## src/rtl/dac_debug_pkg.sv

```systemverilog
// Shared types and constants for the AD5662 SPI loopback monitor.
// FSM encoding, default frame length and DAC midscale code.
package dac_debug_pkg;

    typedef enum logic [1:0] {
        IDLE  = 2'd0,
        SHIFT = 2'd1,
        FLUSH = 2'd2
    } state_t;

    localparam int          FRAME_BITS_DEF = 24;
    localparam logic [15:0] MIDSCALE       = 16'h8000;
    localparam logic [4:0]  CNT_MAX        = 5'd31;

endpackage

```

## src/rtl/dac_spi_monitor_if.sv

```systemverilog
// AD5662 serial pins as seen by a transmitter (master) and the monitor (slave).
// The bus is purely combinational wiring, no clock inside.
interface dac_spi_monitor_if;

    logic DAC_SYNC;
    logic DAC_SCLK;
    logic DAC_DIN;

    modport master (
        output DAC_SYNC,
        output DAC_SCLK,
        output DAC_DIN
    );

    modport slave (
        input DAC_SYNC,
        input DAC_SCLK,
        input DAC_DIN
    );

endinterface

```

## src/rtl/sync_edge_detect.sv

```systemverilog
// Optional synchronizer chain followed by a one-flop edge detector.
// RST_VAL sets the idle level so no edge is reported after reset.
module sync_edge_detect #(
    parameter int STAGES  = 2,
    parameter bit RST_VAL = 1'b0
) (
    input  logic clk,
    input  logic reset,
    input  logic d,
    output logic s,
    output logic rise,
    output logic fall
);

    logic prev;

    generate
        if (STAGES == 0) begin : g_direct
            assign s = d;
        end else begin : g_sync
            logic [STAGES-1:0] chain;
            always_ff @(posedge clk or negedge reset) begin
                if (!reset) begin
                    chain <= {STAGES{RST_VAL}};
                end else begin
                    chain[0] <= d;
                    for (int i = 1; i < STAGES; i++) begin
                        chain[i] <= chain[i-1];
                    end
                end
            end
            assign s = chain[STAGES-1];
        end
    endgenerate

    always_ff @(posedge clk or negedge reset) begin
        if (!reset) prev <= RST_VAL;
        else        prev <= s;
    end

    assign rise = s & ~prev;
    assign fall = ~s & prev;

endmodule

```

## src/rtl/dac_spi_monitor.sv

```systemverilog
// Passive monitor that decodes AD5662 frames from the DAC SPI pins,
// reports valid/malformed frames and optionally compares the data word.
module dac_spi_monitor
    import dac_debug_pkg::*;
#(
    parameter int SYNC_STAGES = 2,
    parameter int FRAME_BITS  = FRAME_BITS_DEF
) (
    input  logic                  dataclk,
    input  logic                  reset,
    dac_spi_monitor_if.slave      spi,
    input  logic [15:0]           expected_word,
    input  logic                  compare_en,
    output logic [15:0]           DAC_word,
    output logic [1:0]            pd_mode,
    output logic                  word_valid,
    output logic                  frame_err,
    output logic                  mismatch,
    output logic [15:0]           frame_count,
    output logic [7:0]            err_count
);

    localparam logic [4:0] FB   = 5'(FRAME_BITS);
    localparam logic [1:0] WARM = 2'(SYNC_STAGES);

    logic sync_s, sync_rise, sync_fall;
    logic sclk_fall, din_s;
    logic unused_sclk_s, unused_sclk_rise;
    logic unused_din_rise, unused_din_fall;

    sync_edge_detect #(.STAGES(SYNC_STAGES), .RST_VAL(1'b1)) u_sync (
        .clk(dataclk), .reset(reset), .d(spi.DAC_SYNC),
        .s(sync_s), .rise(sync_rise), .fall(sync_fall)
    );

    sync_edge_detect #(.STAGES(SYNC_STAGES), .RST_VAL(1'b0)) u_sclk (
        .clk(dataclk), .reset(reset), .d(spi.DAC_SCLK),
        .s(unused_sclk_s), .rise(unused_sclk_rise), .fall(sclk_fall)
    );

    sync_edge_detect #(.STAGES(SYNC_STAGES), .RST_VAL(1'b0)) u_din (
        .clk(dataclk), .reset(reset), .d(spi.DAC_DIN),
        .s(din_s), .rise(unused_din_rise), .fall(unused_din_fall)
    );

    state_t      state;
    logic [23:0] shift;
    logic [4:0]  cnt;
    logic [1:0]  warm;
    logic        armed;
    logic        unused_hi;

    assign unused_hi = ^shift[23:18];

    // A frame may only start once SYNC has been seen high from the pins,
    // so a reset released mid-frame skips the remainder of that frame.
    always_ff @(posedge dataclk or negedge reset) begin
        if (!reset) begin
            warm  <= '0;
            armed <= 1'b0;
        end else begin
            if (warm != WARM) warm <= warm + 2'd1;
            armed <= armed | ((warm == WARM) & sync_s);
        end
    end

    always_ff @(posedge dataclk or negedge reset) begin
        if (!reset) begin
            state       <= IDLE;
            shift       <= '0;
            cnt         <= '0;
            DAC_word    <= '0;
            pd_mode     <= '0;
            word_valid  <= 1'b0;
            frame_err   <= 1'b0;
            mismatch    <= 1'b0;
            frame_count <= '0;
            err_count   <= '0;
        end else begin
            word_valid <= 1'b0;
            frame_err  <= 1'b0;
            mismatch   <= 1'b0;
            unique case (state)
                IDLE: begin
                    if (sync_fall && armed) begin
                        state <= SHIFT;
                        shift <= '0;
                        cnt   <= '0;
                    end
                end
                SHIFT: begin
                    if (sync_rise) begin
                        state <= FLUSH;
                    end else if (sclk_fall && !sync_s) begin
                        shift <= {shift[22:0], din_s};
                        if (cnt != CNT_MAX) cnt <= cnt + 5'd1;
                    end
                end
                FLUSH: begin
                    state <= IDLE;
                    if (cnt == FB) begin
                        DAC_word    <= shift[15:0];
                        pd_mode     <= shift[17:16];
                        word_valid  <= 1'b1;
                        mismatch    <= compare_en &
                                       (shift[15:0] != expected_word);
                        frame_count <= frame_count + 16'd1;
                    end else begin
                        frame_err <= 1'b1;
                        if (err_count != 8'hFF) begin
                            err_count <= err_count + 8'd1;
                        end
                    end
                end
                default: state <= IDLE;
            endcase
        end
    end

endmodule

```

## src/flat_wrapper.sv

```systemverilog
// flat-port wrapper written by rule: the top's interface ports become plain ports
module dac_spi_monitor_flat import dac_debug_pkg::*;
#(
    parameter int SYNC_STAGES = 2,
    parameter int FRAME_BITS  = FRAME_BITS_DEF
)
  (dataclk, reset, expected_word, compare_en, DAC_word, pd_mode, word_valid, frame_err, mismatch, frame_count, err_count, spi_DAC_SYNC, spi_DAC_SCLK, spi_DAC_DIN);
  dac_spi_monitor_if spi_i ();
  input  logic dataclk;
  input  logic reset;
  input  logic [15:0] expected_word;
  input  logic compare_en;
  output logic [15:0] DAC_word;
  output logic [1:0] pd_mode;
  output logic word_valid;
  output logic frame_err;
  output logic mismatch;
  output logic [15:0] frame_count;
  output logic [7:0] err_count;
  input wire logic [$bits(spi_i.DAC_SYNC)-1:0] spi_DAC_SYNC;
  input wire logic [$bits(spi_i.DAC_SCLK)-1:0] spi_DAC_SCLK;
  input wire logic [$bits(spi_i.DAC_DIN)-1:0] spi_DAC_DIN;
  assign spi_i.DAC_SYNC = spi_DAC_SYNC;
  assign spi_i.DAC_SCLK = spi_DAC_SCLK;
  assign spi_i.DAC_DIN = spi_DAC_DIN;
  dac_spi_monitor #(.SYNC_STAGES(SYNC_STAGES), .FRAME_BITS(FRAME_BITS)) u_core (.dataclk(dataclk), .reset(reset), .spi(spi_i), .expected_word(expected_word), .compare_en(compare_en), .DAC_word(DAC_word), .pd_mode(pd_mode), .word_valid(word_valid), .frame_err(frame_err), .mismatch(mismatch), .frame_count(frame_count), .err_count(err_count));
endmodule
```

## config.mk

```make
export PLATFORM = sky130hd
export DESIGN_NAME = dac_spi_monitor_flat
export DESIGN_NICKNAME = d
export VERILOG_FILES = /design/src/rtl/dac_debug_pkg.sv /design/src/rtl/dac_spi_monitor_if.sv /design/src/rtl/sync_edge_detect.sv /design/src/rtl/dac_spi_monitor.sv /design/src/flat_wrapper.sv
export SDC_FILE = /design/constraint.sdc
export NUM_CORES = 1
export LEC_CHECK = 0
export BUFFER_PORTS_ARGS = -buffer_cell sky130_fd_sc_hd__clkbuf_2
export CORE_MARGIN = 1.5
export CORE_UTILIZATION = 40
export DETAILED_ROUTE_END_ITERATION = 8
export MAX_ROUTING_LAYER = met4
export PLACE_DENSITY = 0.71
export SLEW_MARGIN = 20
export SYNTH_ARGS = -nofsm -noshare
export SYNTH_HDL_FRONTEND = slang
export SYNTH_SLANG_ARGS = --single-unit
```

## constraint.sdc

```tcl
create_clock -name dataclk -period 2.7 [get_ports dataclk]
set_input_delay 0.54 -clock dataclk [delete_from_list [all_inputs] [get_ports dataclk]]
set_output_delay 0.54 -clock dataclk [all_outputs]
set_load 0.005 [all_outputs]
```

==> impl_metrics.ini <==
[power]
p_per_area_nw_per_um2 = 568
power_frac_comb_pct = 10.8
power.internal_mw = 1.73
p_clk_share_pct = 33.1
swShare_pct = 26.8
seq_power_share_pct = 56.2
power_leakage_nw = 2.13
p_sw_mw = 0.631
ir_worst_vdd_mv = 0.295

[place]
hpwlAfterDp_um = 4480
portBuffers = 66
placed_cells = 448
dp_slack_ns = 0.560
gp_congestion = 0.737

[timing]
finalHoldViolCount = 0
clock_skew_ns = 0.00897
setup_slack_ns = 0.518
fin_crit_sh_pct = 80.8
worst_pin_slew_ns = 0.874
relSlewSlack_pct = 41.6
fmax_ghz = 0.458
final-setup-viol-count = 0
hold_ws_ns = 0.200
setup-tns-final_ns = 0
final_max_slew_viol_count = 0
rsz0062_at_grt = no
finalCriticalPeriod_ns = 2.18

[critical_path]
worst-endpoint-arrival_ns = 2.40
cp_num_cells = 7
cp_slowest_cell = nor4b_1
start_kind = flip-flop
worstPathRequired_ns = 2.91
cpMostUsedCell = ha_1
end_kind = flip-flop
crit_fanout = 5
crit_chain = ha_1 -> and3_1 -> ha_1 -> nor4b_1 -> nand3_1 -> xor2_1 -> nor2_1
crit_buf_inv = 0
path_class = flip-flop to flip-flop
crit_family = simple AND/OR/NAND/NOR gates
rr_worst_depth = 7
cp_slowest_stage_delay_ns = 0.62

[yosys]
synth_edf_count = 0
mappedNetlistNets = 304
ys_ff_latch = 81
syn_area_per_cell_um2 = 12.7
synthArstFlopShare_pct = 100
yosysWarnings = 0
synth_ff_type = dfrtp_1
netlist_area_um2 = 3510
yosysUniqueCellTypes = 35
syn_inst = 276
synth.yosys.seq_area_share_pct = 57.8

[cts]
clock_latency_ns = 0.35
clk_path_buf_depth = 2
cts_root_buffer = clkbuf_8
clk_pin_slew_ns = 0.08
tritoncts = yes
cts_buffers = 9
post_cts_buffers = 0
cts_hold_buf = 0
cts_sinks = 81
htree_num_levels = 3
cts-resized-gates = 0

[final_layout]
utilization_pct = 48.3
drive_gt1_share_pct = 35.2
final_nets = 379
instances_no_fill = 463
seqCellArea_um2 = 2030
areaGrowthSynthToFinish_pct = 18.2
multi_input_area_um2 = 1400
layout_commonest_cell = dfrtp_1
layout_common_cells = dfrtp_1 (78), clkbuf_2 (65), mux2_2 (28), nand2_1 (24), xor2_1 (22)
fillers = 781
n_antenna_cell = 0

[routing]
ant_nets = 0
vias = 2252
drc = 0
wirelength_um = 6410
routed_via_density = 4.86
drt-wirelength-per-cell_um = 13.8
dr.pass1.iters = 4
drt_iter0_drc = 97

[die]
die_h_um = 96.7
pin_count = 67
initial_core_util_pct = 40.9
core_um2 = 8590
fp.dieW_um = 96.7
num_rows = 34
die_area_um2 = 9350

[global_route]
grt_overflow = 0
grt_use_total_pct = 15.1
grt_pass1_wl_um = 11000
grt_max_degree = 50
grt_pass1_vias = 2243
antenna_found_initial = 0

[flow_run]
max_cap_viol_count = 0

[status]
status = completed

[min_path]
hold_class = input port to asynchronous set/reset pin
==> worst paths after layout <==
path                                                              from                                      end  slack, ns
worst max-delay path                         u_core.cnt[0]$_DFFE_PN0P_                u_core.cnt[3]$_DFFE_PN0P_       0.52
worst min-delay path                                             reset          u_core.err_count[7]$_DFFE_PN0P_       0.20
worst max register to register               u_core.cnt[0]$_DFFE_PN0P_                u_core.cnt[3]$_DFFE_PN0P_       0.52
worst min register to register  u_core.u_din.g_sync.chain[0]$_DFF_PN0_   u_core.u_din.g_sync.chain[1]$_DFF_PN0_       0.36
max in group asynchronous                                        reset              u_core.word_valid$_DFF_PN0_       1.89
min in group dataclk                                      spi_DAC_SYNC  u_core.u_sync.g_sync.chain[0]$_DFF_PN1_       0.27
==> routing by layer <==
layer  routed length (µm)  share of wire [%]  vias up  track usage (%)
met3                  310                4.8        6             4.19
met4                   81                1.3        0             4.68
met2                 2920                 46       58             21.9
met1                 3100                 48     1101             20.9
met5                    0                  0        -                -
li1                     -                  -     1087                -
==> flip-flops by register name, indices dropped and copies added (netlist names), 2 cells and up <==
| name | cells |
|---|---|
| u_core.shift | 18 |
| u_core.DAC_word | 16 |
| u_core.frame_count | 16 |
| u_core.err_count | 8 |
| u_core.cnt | 5 |
| u_core.pd_mode | 2 |
| u_core.state | 2 |
| u_core.u_din.g_sync.chain | 2 |
| u_core.u_sclk.g_sync.chain | 2 |
| u_core.u_sync.g_sync.chain | 2 |
| u_core.warm | 2 |
==> cells in the mapped netlist, types with 2 or more instances <==
library cell / number / area, µm²
dfrtp_1: 78 / 1950
mux2_2: 28 / 315
nand2_1: 24 / 90.1
xor2_1: 22 / 193
xnor2_1: 19 / 166
inv_1: 14 / 52.6
nor2_1: 12 / 45.0
mux2i_1: 10 / 100
nand3_1: 10 / 50.1
nand4_1: 9 / 56.3
and3_1: 7 / 43.8
ha_1: 6 / 75.1
nor4_1: 4 / 25.0
and4_1: 3 / 26.3
dfstp_2: 3 / 78.8
nor2b_1: 3 / 18.8
nor4_2: 3 / 37.5
o21ai_0: 3 / 15.0
buf_2: 2 / 10.0
==> cell families after synthesis <==
kind of cell	share of synthesized area, %
DFF	57.8
muxes	11.8
adders and majority gates	2.14
and+or+nand+nor	14.1
buffers and inverters	2.42
xor gates and xnor gates	10.2
AOI/OAI and AO/OA	1.46
==> power by group through the flow <==
stage | clock (mW) | combinational [mW] | sequential (mW)
floorplan | 0 | 0.162 | 1.34
global placement | 0 | 0.256 | 1.34
detailed placement | 0 | 0.260 | 1.35
CTS | 0.804 | 0.261 | 1.32
global route | 0.860 | 0.291 | 1.33
finish | 0.779 | 0.254 | 1.32
==> final cells by class <==
| type | instances | area share, % |
|---|---|---|
| sequential | 81 | 48.9 |
| tap | 108 | 3.25 |
| inverter | 14 | 1.27 |
| clock inverter | 5 | 0.783 |
| timing repair buffer | 69 | 8.86 |
| multi-input combinational | 176 | 33.6 |
| clock buffer | 10 | 3.31 |
==> per-stage QoR <==
step | area [µm²] | power (mW)
global placement | 3980 | 1.60
floorplan | 3510 | 1.50
detailed placement | 3980 | 1.61
global route | 4150 | 2.48
CTS | 4150 | 2.39
finish | 4150 | 2.36
Note: power is estimated with default switching activity, not from simulation.
